File: config.mk
export PLATFORM = sky130hd
export DESIGN_NAME = axis_width_downconverter
export DESIGN_NICKNAME = d
export VERILOG_FILES = /design/src/rtl/axis_width_downconverter.sv
export SDC_FILE = /design/constraint.sdc
export NUM_CORES = 2
export LEC_CHECK = 0
export CORE_AREA = 2 2 684 686
export DETAILED_ROUTE_END_ITERATION = 10
export DIE_AREA = 0 0 686 688
export PLACE_DENSITY = 0.4
export SLEW_MARGIN = 20
export SYNTH_ARGS = -nofsm -noshare
export SYNTH_HDL_FRONTEND = slang
export SYNTH_SLANG_ARGS = --single-unit
File: constraint.sdc
create_clock -name clk -period 6.3 [get_ports clk]
set_input_delay 1.26 -clock clk [delete_from_list [all_inputs] [get_ports clk]]
set_output_delay 1.26 -clock clk [all_outputs]
set_load 0.02 [all_outputs]
File: src/rtl/axis_width_downconverter.sv
// rtl/axis_width_downconverter.sv - wide-to-narrow AXI4-Stream converter with empty-lane skipping
module axis_width_downconverter #(
  parameter int OUT_BYTES = 64,
  parameter int RATIO     = 2
) (
  input  logic                         clk,
  input  logic                         rst_n,
  input  logic [8*OUT_BYTES*RATIO-1:0] in_data,
  input  logic [OUT_BYTES*RATIO-1:0]   in_keep,
  input  logic                         in_valid,
  input  logic                         in_last,
  output logic                         in_ready,
  output logic [8*OUT_BYTES-1:0]       out_data,
  output logic [OUT_BYTES-1:0]         out_keep,
  output logic                         out_valid,
  output logic                         out_last,
  input  logic                         out_ready,
  output logic [31:0]                  beat_count
);
  localparam int LANE_W = 8 * OUT_BYTES;
  localparam int SEL_W  = (RATIO > 1) ? $clog2(RATIO) : 1;

  logic                         full_q, full_d;
  logic [SEL_W-1:0]             sel_q, sel_d;
  logic [LANE_W*RATIO-1:0]      data_q, data_d;
  logic [OUT_BYTES*RATIO-1:0]   keep_q, keep_d;
  logic                         last_q, last_d;
  logic [RATIO-1:0]             nz_q, nz_d;
  logic [31:0]                  beat_count_q, beat_count_d;

  logic [RATIO-1:0]             in_nz;
  logic [SEL_W-1:0]             in_first;
  logic [SEL_W-1:0]             sel_next;
  logic                         more_above;
  logic                         is_final;
  logic                         in_fire;
  logic                         out_fire;

  // Descending scans leave the lowest qualifying lane in in_first / sel_next.
  always_comb begin
    in_nz      = '0;
    in_first   = '0;
    sel_next   = sel_q;
    more_above = 1'b0;
    for (int k = RATIO - 1; k >= 0; k--) begin
      in_nz[k] = |in_keep[k*OUT_BYTES +: OUT_BYTES];
      if (in_nz[k]) begin
        in_first = SEL_W'(k);
      end
      if (nz_q[k] && (k > int'(sel_q))) begin
        more_above = 1'b1;
        sel_next   = SEL_W'(k);
      end
    end
  end

  // A held zero-keep last beat has no nz bits, so it is final by construction.
  assign is_final  = !more_above;
  assign out_valid = full_q;
  assign out_fire  = full_q && out_ready;
  assign in_ready  = !full_q || (out_ready && is_final);
  assign in_fire   = in_valid && in_ready;
  assign out_last  = full_q && last_q && is_final;
  assign beat_count = beat_count_q;

  always_comb begin
    out_data = '0;
    out_keep = '0;
    for (int k = 0; k < RATIO; k++) begin
      if (SEL_W'(k) == sel_q) begin
        out_data = data_q[k*LANE_W +: LANE_W];
        out_keep = keep_q[k*OUT_BYTES +: OUT_BYTES];
      end
    end
  end

  always_comb begin
    full_d       = full_q;
    sel_d        = sel_q;
    data_d       = data_q;
    keep_d       = keep_q;
    last_d       = last_q;
    nz_d         = nz_q;
    beat_count_d = beat_count_q + 32'(out_fire);
    if (out_fire) begin
      if (is_final) begin
        full_d = 1'b0;
      end else begin
        sel_d = sel_next;
      end
    end
    if (in_fire) begin
      if ((|in_nz) || in_last) begin
        full_d = 1'b1;
        data_d = in_data;
        keep_d = in_keep;
        last_d = in_last;
        nz_d   = in_nz;
        sel_d  = in_first;
      end else begin
        full_d = 1'b0;
      end
    end
  end

  always_ff @(posedge clk) begin
    if (!rst_n) begin
      full_q       <= 1'b0;
      sel_q        <= '0;
      data_q       <= '0;
      keep_q       <= '0;
      last_q       <= 1'b0;
      nz_q         <= '0;
      beat_count_q <= '0;
    end else begin
      full_q       <= full_d;
      sel_q        <= sel_d;
      data_q       <= data_d;
      keep_q       <= keep_d;
      last_q       <= last_d;
      nz_q         <= nz_d;
      beat_count_q <= beat_count_d;
    end
  end
endmodule

==> results.json <==
{
  "status": "finished clean",
  "synth-warning-count": 0,
  "synth_top_cell_area_share_pct": 29.9,
  "maxSlewViolCount": 0,
  "initial_core_util_pct": 17.1,
  "cts-buffers-inserted": 172,
  "postSynthRegisterBits": 1188,
  "hold_slack_ns": 0.478,
  "count_of_tritonroute_iterations_in_the_first_routing_pass": 6,
  "timing.critical_path.cells": "buf_12, buf_12, buf_4, mux2_2, clkdlybuf4s50_1",
  "worstPathMaxFanout": 24,
  "place_inst": 16500,
  "max_cap_violations": 0,
  "clock_latency_ns": 0.87,
  "power.leakage_nw": 44.8,
  "routedWlPerCell_microns": 28.9,
  "globalRouteTotalUtil_pct": 19.3,
  "max_slew_margin_pct": 23.9,
  "worstPathArrival_ns": 3.56,
  "ys_seq_area_share_pct": 29.9,
  "number_of_input_and_output_port_buffers_inserted": 1767,
  "timing.hold.worst.class": "flop to flop",
  "detail_route.wirelength_microns": 488000,
  "synthesis.area_per_instance_sq_um": 8.29,
  "antenna_found_initial": 231,
  "worstSetupEndpointType": "output port",
  "setup_viol": 0,
  "die_x_microns": 686,
  "max_freq_mhz": 207,
  "route.detailed.drc": 0,
  "synthCells": 9598,
  "clk_pin_slew_ns": 0.06,
  "criticalPathCategory": "flop to output port",
  "ios": 1768,
  "fin_area_sq_um": 108000,
  "regToRegSetupSlack_ns": 2.61,
  "grt_max_degree": 226,
  "die_height_microns": 688,
  "finalNetCount": 11700,
  "synth_enable_flop_cells": 0,
  "timing.critical_path.slowest_stage_cell": "clkdlybuf4s50_1",
  "detail_route.vias_per_cell": 5.13,
  "finalSetupTns_ns": 0,
  "grt_pass1_wl_microns": 660000,
  "mappedNetlistNets": 10800,
  "tritoncts": "built",
  "drive_gt1_share_pct": 9.81,
  "timing_worst_slew_pin_value_ns": 1.14,
  "period_needed_ns": 4.82,
  "hold_violations": 0,
  "routed-via-count": 86600,
  "final_util_pct": 23.3,
  "worst_vdd_drop_mv": 0.213,
  "fp.coreArea_sq_um": 465000,
  "finalPower_mw": 23.8,
  "layoutNonFillerInstCount": 16900,
  "post-route-period-util_pct": 76.6,
  "rows": 251,
  "ys_dominant_reg_cell": "dfxtp_1",
  "cpPeakStageDelay_ns": 0.69,
  "cts_hold_buffers": 0,
  "clock-skew-final_ns": 0.0243,
  "floorplan.die_area_sq_um": 472000,
  "ys_top_cells_by_count": "dfxtp_1 (1,188), mux2i_1 (1,152), clkbuf_1 (1,092), nand2_1 (1,035), a21oi_1 (1,034)",
  "post_dp_area_sq_um": 103000,
  "antenna_violating_nets_post_route": 0,
  "synth.largest_area_cell": "dfxtp_1",
  "synth_most_common_cell": "dfxtp_1",
  "timing.critical_path.required_ns": 5.04,
  "htree_num_levels": 4,
  "clockBufferDepth": 4,
  "grt_overflow_total": 0,
  "unrepaired_setup_endpoints_after_global_routing": "false",
  "post_synth_instance_area_sq_um": 79600,
  "syn_to_final_growth_pct": 36.3,
  "synth_area_leaders": "dfxtp_1 (30%), mux2i_1 (14%), a221oi_1 (11%)",
  "cts-root-buf": "clkbuf_16",
  "postCtsSetupBuffers": 0,
  "critPathLaunchType": "flop",
  "final.setup.worst_slack_ns": 1.48,
  "place_ws_ns": 1.75,
  "cts_num_sinks": 1188,
  "gp_routability_congestion": 0.914,
  "async_flop_share_pct": 0,
  "crit_top_cell": "buf_12",
  "grt_pass1_vias": 77500,
  "post_cts_resize_count": 0,
  "power-per-cell-area_nw_per_um2": 219,
  "count_of_cell_types_in_the_netlist": 33,
  "post-dp-hpwl_microns": 360000,
  "detailedRoute.firstIterationViolations": 8602
}
[area by class of cell]
cell class	instances	area (sq um)
diodes	78	195
clock buffers	252	4950
clock inverters	39	473
fillers	50400	357000
inverters	2	10.0
multi-input cells	7159	51000
flip-flops and latches	1188	23800
well taps	6198	7750
repair buffers	1979	20300
[routing by layer]
metal  vias to the layer above  track usage, %  part of all wire [%]
met5                         -               0                  0.12
met4                        88            8.04                   4.5
met3                       759            4.96                   7.8
met2                      3581            30.2                    45
met1                     42900            25.1                    43
li1                      39300               -                     -
[state kept, by name, summed over array words and instances, names as in the netlist]
signal	count
last_q	1
out_valid	1
keep_q	128
beat_count	32
nz_q	1
data_q	1024
sel_q	1
[path summary, 6_finish.rpt]
kind / from / end / cells after the start
setup reg to reg: sel_q / data_q[12] / 8
setup / recovery: sel_q / out_keep[7] / 5
hold reg to reg: keep_q[105] / keep_q[105] / 1
hold / removal: keep_q[105] / keep_q[105] / 1
[worst max-delay path, delay by kind of cell, from the launching register on]
kind,cells,cell delay [ns]
buf+inv,4,1.55
mux,1,0.49
flops,1,0.62
[report_power, final]
group / switching [mW] / internal (mW)
clock: 4.22 / 5.71
sequential: 0.437 / 8.01
combinational: 3.18 / 2.23
total: 7.83 / 16.0
[cell usage in the layout, fill, tap and decap left out, types with 128 or more instances in the layout]
cell type,synthesis,layout
clkdlybuf4s50_1,0,1762
dfxtp_1,1188,1187
mux2i_1,1152,1152
nand2_1,1035,1034
a21oi_1,1034,1034
and3_1,1030,1029
a221oi_1,1024,1024
a31oi_1,1024,1024
mux2_2,576,576
clkbuf_16,0,176
buf_4,0,135
o2bb2ai_1,128,128
[cells by family after synthesis]
group / Yosys count / share of synthesized area, %
adders and majority gates: 2 / 0.0314
xor gates and xnor gates: 22 / 0.242
DFF: 1188 / 29.9
muxes: 1728 / 22.6
AOI/OAI and AO/OA: 3222 / 27.3
buffers and inverters: 1251 / 6.03
and+or+nand+nor: 2185 / 13.8
No activity file was read; power rests on OpenSTA's default activity.
